<file path="src/rtl/duty_cycle_meter.sv">
// ----------------------------------------------------------------------------
// duty_cycle_meter
//
// Measures a pulse train one period at a time. For each period it reports the
// number of synchronized-high clk cycles and the period length in clk cycles.
// A period runs from one detected rising edge to the next. Results are offered
// on a valid/ready interface.
//
// Ports
//   clk         in   1      clock, all logic on posedge
//   rst         in   1      asynchronous active-high reset
//   sig_in      in   1      pulse train under measurement (asynchronous)
//   clr         in   1      synchronous clear: back to IDLE, flags cleared,
//                           pending result dropped
//   meas_ready  in   1      consumer takes the result when meas_valid is high
//   meas_valid  out  1      a result is held on high_cnt/period_cnt/meas_ovf
//   high_cnt    out  CNT_W  synced-high cycles in the measured period
//   period_cnt  out  CNT_W  cycles from one detected rise to the next
//   meas_ovf    out  1      a counter saturated during this measurement
//   drop_flag   out  1      sticky: a finished result was lost to backpressure
//   active      out  1      high while a period is being measured
// ----------------------------------------------------------------------------
module duty_cycle_meter #(
   parameter int CNT_W       = 8,
   parameter int SYNC_STAGES = 2
) (
   input  logic             clk,
   input  logic             rst,
   input  logic             sig_in,
   input  logic             clr,
   input  logic             meas_ready,
   output logic             meas_valid,
   output logic [CNT_W-1:0] high_cnt,
   output logic [CNT_W-1:0] period_cnt,
   output logic             meas_ovf,
   output logic             drop_flag,
   output logic             active
);

   localparam logic [CNT_W-1:0] CNT_MAX = '1;
   localparam logic [CNT_W-1:0] CNT_ONE = CNT_W'(1);

   typedef enum logic {IDLE, MEASURE} state_t;

   state_t                 state, state_nxt;
   logic [SYNC_STAGES-1:0] sync_p;
   logic                   s, prev, rise, fall;
   logic [CNT_W-1:0]       cnt, high_lat;
   logic                   ovf_acc;
   logic [CNT_W:0]         inc;
   logic                   close, accept;

   // Saturating increment: MSB of the result flags an attempted overflow.
   function automatic logic [CNT_W:0] sat_inc(input logic [CNT_W-1:0] v);
      if (v == CNT_MAX)
         return {1'b1, CNT_MAX};
      else
         return {1'b0, v + CNT_ONE};
   endfunction

   // Input synchronizer and edge detect
   always_ff @(posedge clk or posedge rst) begin
      if (rst) begin
         sync_p <= '0;
         prev   <= 1'b0;
      end else begin
         sync_p[0] <= sig_in;
         for (int i = 1; i < SYNC_STAGES; i++)
            sync_p[i] <= sync_p[i-1];
         prev <= s;
      end
   end

   assign s    = sync_p[SYNC_STAGES-1];
   assign rise = s & ~prev;
   assign fall = ~s & prev;

   // FSM: leaves MEASURE only through clr or reset.
   always_ff @(posedge clk or posedge rst) begin
      if (rst) state <= IDLE;
      else     state <= state_nxt;
   end

   always_comb begin
      state_nxt = state;
      case (state)
         IDLE:    if (rise) state_nxt = MEASURE;
         MEASURE: state_nxt = MEASURE;
         default: state_nxt = IDLE;
      endcase
      if (clr) state_nxt = IDLE;
   end

   assign active = (state == MEASURE);
   assign inc    = sat_inc(cnt);
   assign close  = (state == MEASURE) && rise;
   assign accept = meas_valid && meas_ready;

   // Counters and result register
   always_ff @(posedge clk or posedge rst) begin
      if (rst) begin
         cnt        <= '0;
         high_lat   <= '0;
         ovf_acc    <= 1'b0;
         meas_valid <= 1'b0;
         high_cnt   <= '0;
         period_cnt <= '0;
         meas_ovf   <= 1'b0;
         drop_flag  <= 1'b0;
      end else if (clr) begin
         // Result fields are left as-is; meas_valid=0 marks them stale.
         cnt        <= '0;
         ovf_acc    <= 1'b0;
         meas_valid <= 1'b0;
         drop_flag  <= 1'b0;
      end else begin
         if (state == IDLE) begin
            if (rise) begin
               cnt     <= CNT_ONE;
               ovf_acc <= 1'b0;
            end
         end else begin
            if (rise) begin
               cnt     <= CNT_ONE;
               ovf_acc <= 1'b0;
            end else begin
               cnt <= inc[CNT_W-1:0];
               if (inc[CNT_W]) ovf_acc <= 1'b1;
            end
            if (fall) high_lat <= cnt;
         end

         // A closing period may replace the held result only if the old one
         // is being taken on this same edge; otherwise the new one is lost.
         if (close && (!meas_valid || accept)) begin
            high_cnt   <= high_lat;
            period_cnt <= cnt;
            meas_ovf   <= ovf_acc;
            meas_valid <= 1'b1;
         end else begin
            if (accept) meas_valid <= 1'b0;
            if (close)  drop_flag  <= 1'b1;
         end
      end
   end

endmodule

</file>
<file path="config.mk">
export PLATFORM = sky130hd
export DESIGN_NAME = duty_cycle_meter
export DESIGN_NICKNAME = d
export VERILOG_FILES = /design/src/rtl/duty_cycle_meter.sv
export SDC_FILE = /design/constraint.sdc
export NUM_CORES = 1
export LEC_CHECK = 0
export ABC_AREA = 1
export CORE_MARGIN = 10
export CORE_UTILIZATION = 53
export CTS_CLUSTER_DIAMETER = 200
export DETAILED_ROUTE_END_ITERATION = 8
export PLACE_DENSITY = 0.79
export SLEW_MARGIN = 5
export SYNTH_ARGS = -nofsm -noshare
export SYNTH_HDL_FRONTEND = slang
export SYNTH_SLANG_ARGS = --single-unit
</file>
<file path="constraint.sdc">
create_clock -name clk -period 1.3 [get_ports clk]
set_input_delay 0.195 -clock clk [delete_from_list [all_inputs] [get_ports clk]]
set_output_delay 0.195 -clock clk [all_outputs]
set_load 0.02 [all_outputs]
</file>
==> results by stage <==
Outcome:
- The flow ran to the end, and the final reports show no timing, DRC or antenna violations.

Place:
- The detailed-placement wirelength estimate is roughly 2700 µm.
- After detailed placement, the total cell area comes to between 2000 and 2500 µm².
- The congestion estimate from routability-driven global placement came to roughly 0.84.
- The minimum setup slack after placement is -0.149 ns.
- The count of buffers added on input and output ports is 24.

Synthesis:
- The Yosys step of the flow raised 0 warnings.
- The post-synthesis register bit count is 40.
- The synthesized netlist occupies a cell area of between 1500 and 2000 µm².
- The netlist uses 16 different library cells.
- Synthesis handed over a netlist of 199 instances.
- The mean instance size in the synthesized netlist is around 9 µm².
- The post-synth net total is 205.
- The sequential area share after synthesis is a little under three fifths.

Die:
- The die is between 70 and 80 µm wide.
- The die area is 6130 µm².
- The initial utilization of the core area, before any placement, comes to between 50 and 60%.
- The number of top-level pins is 25.
- The height of the chip is just under 80 µm.
- The number of placement rows is 21.
- The total area inside the core boundary comes to between 3000 and 4000 µm².

STA:
- Clock skew on the completed layout was measured at ~0.0053 ns.
- The final count of hold timing violations is 0.
- The setup slack after layout is 0.0462 ns.
- For the finished layout, the period the worst path requires is between 1 and 1.5 ns.
- The setup TNS after final layout is 0 ns.
- The max-slew violation total from the final report is 0.
- The maximum clock rate is roughly 0.8 GHz.
- The measured slew at the worst slew-check pin is about 0.25 ns.
- The final period utilization is between 90% and 100%.
- The total of endpoints with negative setup slack in the final report is 0.
- In this run the tightest slew margin relative to its limit is about 83%.

Worst setup path:
- In this run the number of cells on the critical path is 1.
- The critical path launch point type is a register.
- The highest cell delay on the worst timing path is 0.40 ns.
- The type of the setup path with the least slack is register to output port.
- The maximum net fanout on the critical path is 2.
- The arrival time at the worst endpoint is between 1 and 1.5 ns.
- The top cell family by delay on the critical path is flip-flops.
- The cell type of the slowest stage on the worst timing path is sky130_fd_sc_hd__dfrtp_1.
- The combined buffer and inverter count along the critical path is 1.
- The number of cells on the worst reg-to-reg path is 8.
- The critical path endpoint category is an output port.
- The required time reported for the critical path endpoint is about 1.1 ns.
- The critical path goes through dlygate4sd2_1.

Clock network:
- TritonCTS built the clock tree.
- In this run, CTS created clock tree buffers numbering 5.
- The clock tree root buffer cell is sky130_fd_sc_hd__clkbuf_4.
- The sink count of the clock tree is 40.
- The H-tree was split into 2 levels.
- Clock-pin slew was measured on the worst setup and hold paths at around 0.11 ns.
- In this run, post-CTS hold repair placed 0 buffers.
- The clock latency reported for the late side of the worst-skew pair is ~0.34 ns.
- The buffer depth of the longest clock path is 2.

Power:
- For this design the ratio of total power to cell area is ~900 nW/µm².
- The leakage power total is 1.13 nW.
- The maximum VDD drop is 0.559 mV.
- The design draws a little over 0.002 W.

Finish:
- Leaving out fill and tap cells, the most frequent cells in the layout are sky130_fd_sc_hd__nand2_1 (62), sky130_fd_sc_hd__dfrtp_1 (40), sky130_fd_sc_hd__inv_1 (23).
- The cell area after layout is roughly 2200 µm².
- The repair_antennas step left the layout with diodes totalling 0.
- The area used by sequential logic in the layout is 1000 µm².
- For this run, the post-layout net count is ~240.
- The footprint of the multi-input gates is 694 µm².
- Fill cells in the final layout number 278.
- The library cell used most frequently in the layout, excluding fill and tap cells, is sky130_fd_sc_hd__nand2_1.
- The area growth from synthesis to layout is 24.8%.
- Cells with a size suffix above 1 make up 21.8% of the layout.

Global routing:
- The initial antenna violation count is 0.
- The via count of the first global-routing pass is 1335.
- The largest net degree at the start of global routing is ~40.
- Global routing used a little under an eighth of the available tracks.
- The first-pass GRT wire length is 6000 µm.
- The overall overflow remaining after global route is 0.

Route:
- Dividing the detail-routed wire length by the instance count gives about 13 µm.
- The violation count after the first detailed-routing iteration is 120.
- For this block, the via count after detailed routing is 1370.
- Before antenna repair, the detailed router went through 4 iterations.
- The total wire length is roughly 3700 µm.
- The DRC violations left is 0.
- The via density per instance is between 4 and 5.
- The post-detailed-route count of antenna-violating nets is 0.

Flow run:
- Across the run, the number of max-cap violations was 0.

Min path:
- The class of the worst hold path is input port to asynchronous set/reset pin.
path summary, 6_finish.rpt:
check	to	slack [ns]	from
max in group asynchronous	high_lat[7]	0.92	rst
worst max register to register	cnt[5]	0.07	cnt[0]
min in group clk	sync_p[0]	0.28	sig_in
worst min-delay path	high_cnt[3]	0.19	rst
worst max-delay path	period_cnt[4]	0.05	period_cnt[4]
worst min register to register	sync_p[1]	0.36	sync_p[0]
routing by layer:
metal	wire [µm]	global-route usage (%)	vias up
met1	1600	13.3	635
met3	239	4.44	4
met5	0	0	-
met4	27	4.30	0
met2	1800	20.2	39
li1	-	-	692
cell usage after synthesis:
library cell	number	share of area (%)
sky130_fd_sc_hd__nor2_4	2	1.3
sky130_fd_sc_hd__ha_1	1	0.70
sky130_fd_sc_hd__o21ai_2	17	8.3
sky130_fd_sc_hd__o21ai_0	11	3.1
sky130_fd_sc_hd__nor2_1	16	3.3
sky130_fd_sc_hd__inv_1	24	5.0
sky130_fd_sc_hd__nand3_1	11	3.1
sky130_fd_sc_hd__dfrtp_1	40	56
sky130_fd_sc_hd__nand2_1	63	13
sky130_fd_sc_hd__inv_2	3	0.63
sky130_fd_sc_hd__nand2_2	2	0.70
sky130_fd_sc_hd__nand2_4	1	0.63
sky130_fd_sc_hd__nand3_2	1	0.56
sky130_fd_sc_hd__buf_6	4	2.5
sky130_fd_sc_hd__a21oi_1	2	0.56
sky130_fd_sc_hd__nand3_4	1	0.97
cell families after synthesis:
| group | Yosys count | synth area share (%) |
|---|---|---|
| AOI/OAI and AO/OA | 30 | 11.9 |
| adders and majority gates | 1 | 0.695 |
| buffers and inverters | 31 | 8.14 |
| DFF | 40 | 55.6 |
| and+or+nand+nor | 97 | 23.6 |
power breakdown:
group	total (W)	switching, W	internal (W)
logic	0.000205	0.000123	0.0000827
registers	0.00130	0.0000216	0.00128
clock network	0.000576	0.000377	0.000199
total	0.00208	0.000521	0.00156
flip-flops by register name (all words and copies together) (netlist names):
signal	count
prev	1
high_cnt	8
sync_p	2
meas_ovf	1
drop_flag	1
active	1
high_lat	8
meas_valid	1
ovf_acc	1
cnt	8
period_cnt	8
final cells by class:
type,instances,area share (%)
tap,46,2.56
multi-input combinational,128,30.9
clock buffer,6,1.84
sequential,40,44.6
inverter,27,4.51
timing repair buffer,36,15.4
clock inverter,1,0.223
through the flow:
step                utilization [%]  std cells  hold slack (ns)
floorplan                         -        199            0.226
global route                   67.8        284            0.199
CTS                            65.9        283            0.194
global placement               65.0        275            0.335
finish                         67.8        284            0.190
detailed placement             65.0        275            0.335
repair_timing:
item	in CTS	in global routing
endpoints found under the setup margin	23	22
pin swaps	0	4
buffers inserted	1	1
gates resized for setup	22	22
Power figures use the tool's default switching activity.
==> edit: new RTL, same flow settings <==
Set the parameter `SYNC_STAGES` to 1 (it was 2).
--- a/src/rtl/duty_cycle_meter.sv
+++ b/src/rtl/duty_cycle_meter.sv
@@ -24,3 +24,3 @@
    parameter int CNT_W       = 8,
-   parameter int SYNC_STAGES = 2
+   parameter int SYNC_STAGES = 1
 ) (
Behaviour: not the same (Yosys sat finds a counterexample within 4 cycles, from zero or initial values and one cycle with rst high).
==> edit against the original RTL <==
Setup slack improved by 0.018 ns. Area after synthesis increased by 1.5%. Wire length decreased by 7.7%. Register-to-register slack improved by 0.02 ns. Sequential cell count decreased by 1. Power increased by 13%. Highest routed layer unchanged. Design area about the same. Largest power group unchanged. Hold slack got worse by 0.017 ns.
==> edit: results (changes against the original RTL) <==
Yosys
  – Async SR Flop Fraction: 100% (unchanged)
  – Yosys Warn Count: 0 (unchanged)
  – Synth Instances: 195 (-2.0%)
  – Commonest cells post-synth: 55 x nand2_1, 39 x dfrtp_1, 25 x inv_1, 25 x o21ai_2, 14 x nor2_1
  – Sequential share of the synthesized area: 53.5% (-2.2 points)
  – Top post-synthesis cells by area: dfrtp_1 53%, o21ai_2 12%, nand2_1 11%, inv_1 5.1%, nand3_1 3.0%
  – Synth unique cells: 20 (+4)

Worst setup path
  – Worst flop-to-flop path startpoint: cnt[0]
  – R2R setup slack: 0.09 ns (+0.02 ns)
  – Critical path origin: period_cnt[6]
  – Reg2Reg Capture Point: cnt[7]
  – Max incr delay on CP: 0.40 ns (about the same)
  – Worst r2r path cells: 7 (-1)
  – Crit path to: period_cnt[6]
  – Max FO, Critical Path: 2 (unchanged)

Drt
  – Wire per inst: 12.0 um (-6.8%)
  – DR iter-0 viols: 79 (-34%)
  – Via-to-Cell Ratio: 4.86 (+0.77%)
  – Residual DRC: 0 (unchanged)

Placement
  – DP Area: 2190 um^2 (+1.9%)
  – GP Congestion: 0.846 (+0.59%)
  – DP HPWL: 2490 um (-7.0%)
  – Placed Instances: 273 (-0.73%)
  – Port Buffers: 24 (unchanged)
  – Pre-CTS setup slack: -0.0919 ns (+0.0572 ns)

Global routing
  – Largest net degree at the start of global routing: 40 (-2.4%)
  – First-pass GRT wire length: 5930 um (-1.3%)
  – Initial antenna violation count: 0 (unchanged)
  – Vias in the first global route: 1284 (-3.8%)
  – Gr usage total: 12.0% (+0.056 points)

STA
  – Clock skew: 0.00540 ns (+0.000137 ns)
  – WHS: 0.173 ns (-0.0168 ns)
  – Fin crit period: 1.24 ns (-0.0184 ns)
  – Headroom to the max-slew limit: 80.5% (-2.6 points)

Finish
  – Antenna Cells: 0 (unchanged)
  – Fin cells: 281 (-1.1%)
  – Share of cells above drive strength 1: 29.8% (+7.9 points)
  – # nets final: 240 (-1.6%)

Power and ir drop
  – VDD IR max: 0.785 mV (+40%)
  – Leak Pwr: 1.05 nW (-6.5%)

CTS
  – Root buffer cell: clkbuf_4
  – Bufs on Longest Clock Path: 2 (unchanged)
  – H-Tree Depth: 2 (unchanged)
  – Clock latency at the later pin of the worst-skew pair: roughly 0.35 ns
  – CTS Buf Count: 5 (unchanged)
  – Postcts setup bufs: 0 (-1)

Hold path
  – Hold Crit Class: in -> async

Outcome
  – Status: complete, no violations
[edit: kinds of logic after synthesis]
kind of cell             share of synthesized area [%]
AO/OA/AOI/OAI                                     14.3
XOR/XNOR                                         0.480
adder cells (fa/ha/maj)                          0.685
buffers and inverters                             8.16
flip-flops                                        53.5
AND/OR/NAND/NOR                                   22.9
[edit: layout make-up]
class	count	area, um^2
clock inverter	2	35.0
timing repair buffer	36	305
inverter	27	104
fill	282	1090
multi-input combinational	125	718
sequential	39	976
tap	46	57.6
clock buffer	6	51.3
[edit: worst min-delay path: stages]
cell             delay, ns
clkdlybuf4s50_1       0.39
inv_1                 0.09
buf_12                0.22
[edit: metal layers]
layer / wire (um) / global-route usage [%] / vias to the layer above
li1: - / - / 695
met5: 0 / 0 / -
met1: 1490 / 13.2 / 629
met3: 288 / 6.08 / 8
met4: 71 / 4.30 / 0
met2: 1530 / 19.5 / 34
[edit: worst min path at each step]
stage	start	to
6_report	rst	high_lat[1]
5_1_grt	rst	high_lat[1]
4_1_cts	rst	high_lat[1]
3_5_place_dp	s	prev
3_3_place_gp	s	prev
2_1_floorplan	sig_in	s
[edit: repair_timing]
item | in CTS | in global routing
endpoints found under the setup margin | 20 | 23
pin swaps | 0 | 1
resized for setup | 21 | 34
[edit: power breakdown]
group	switching [mW]	internal (mW)	leakage (nW)
clock	0.385	0.454	0.0482
combinational	0.143	0.0923	0.470
sequential	0.0269	1.25	0.536
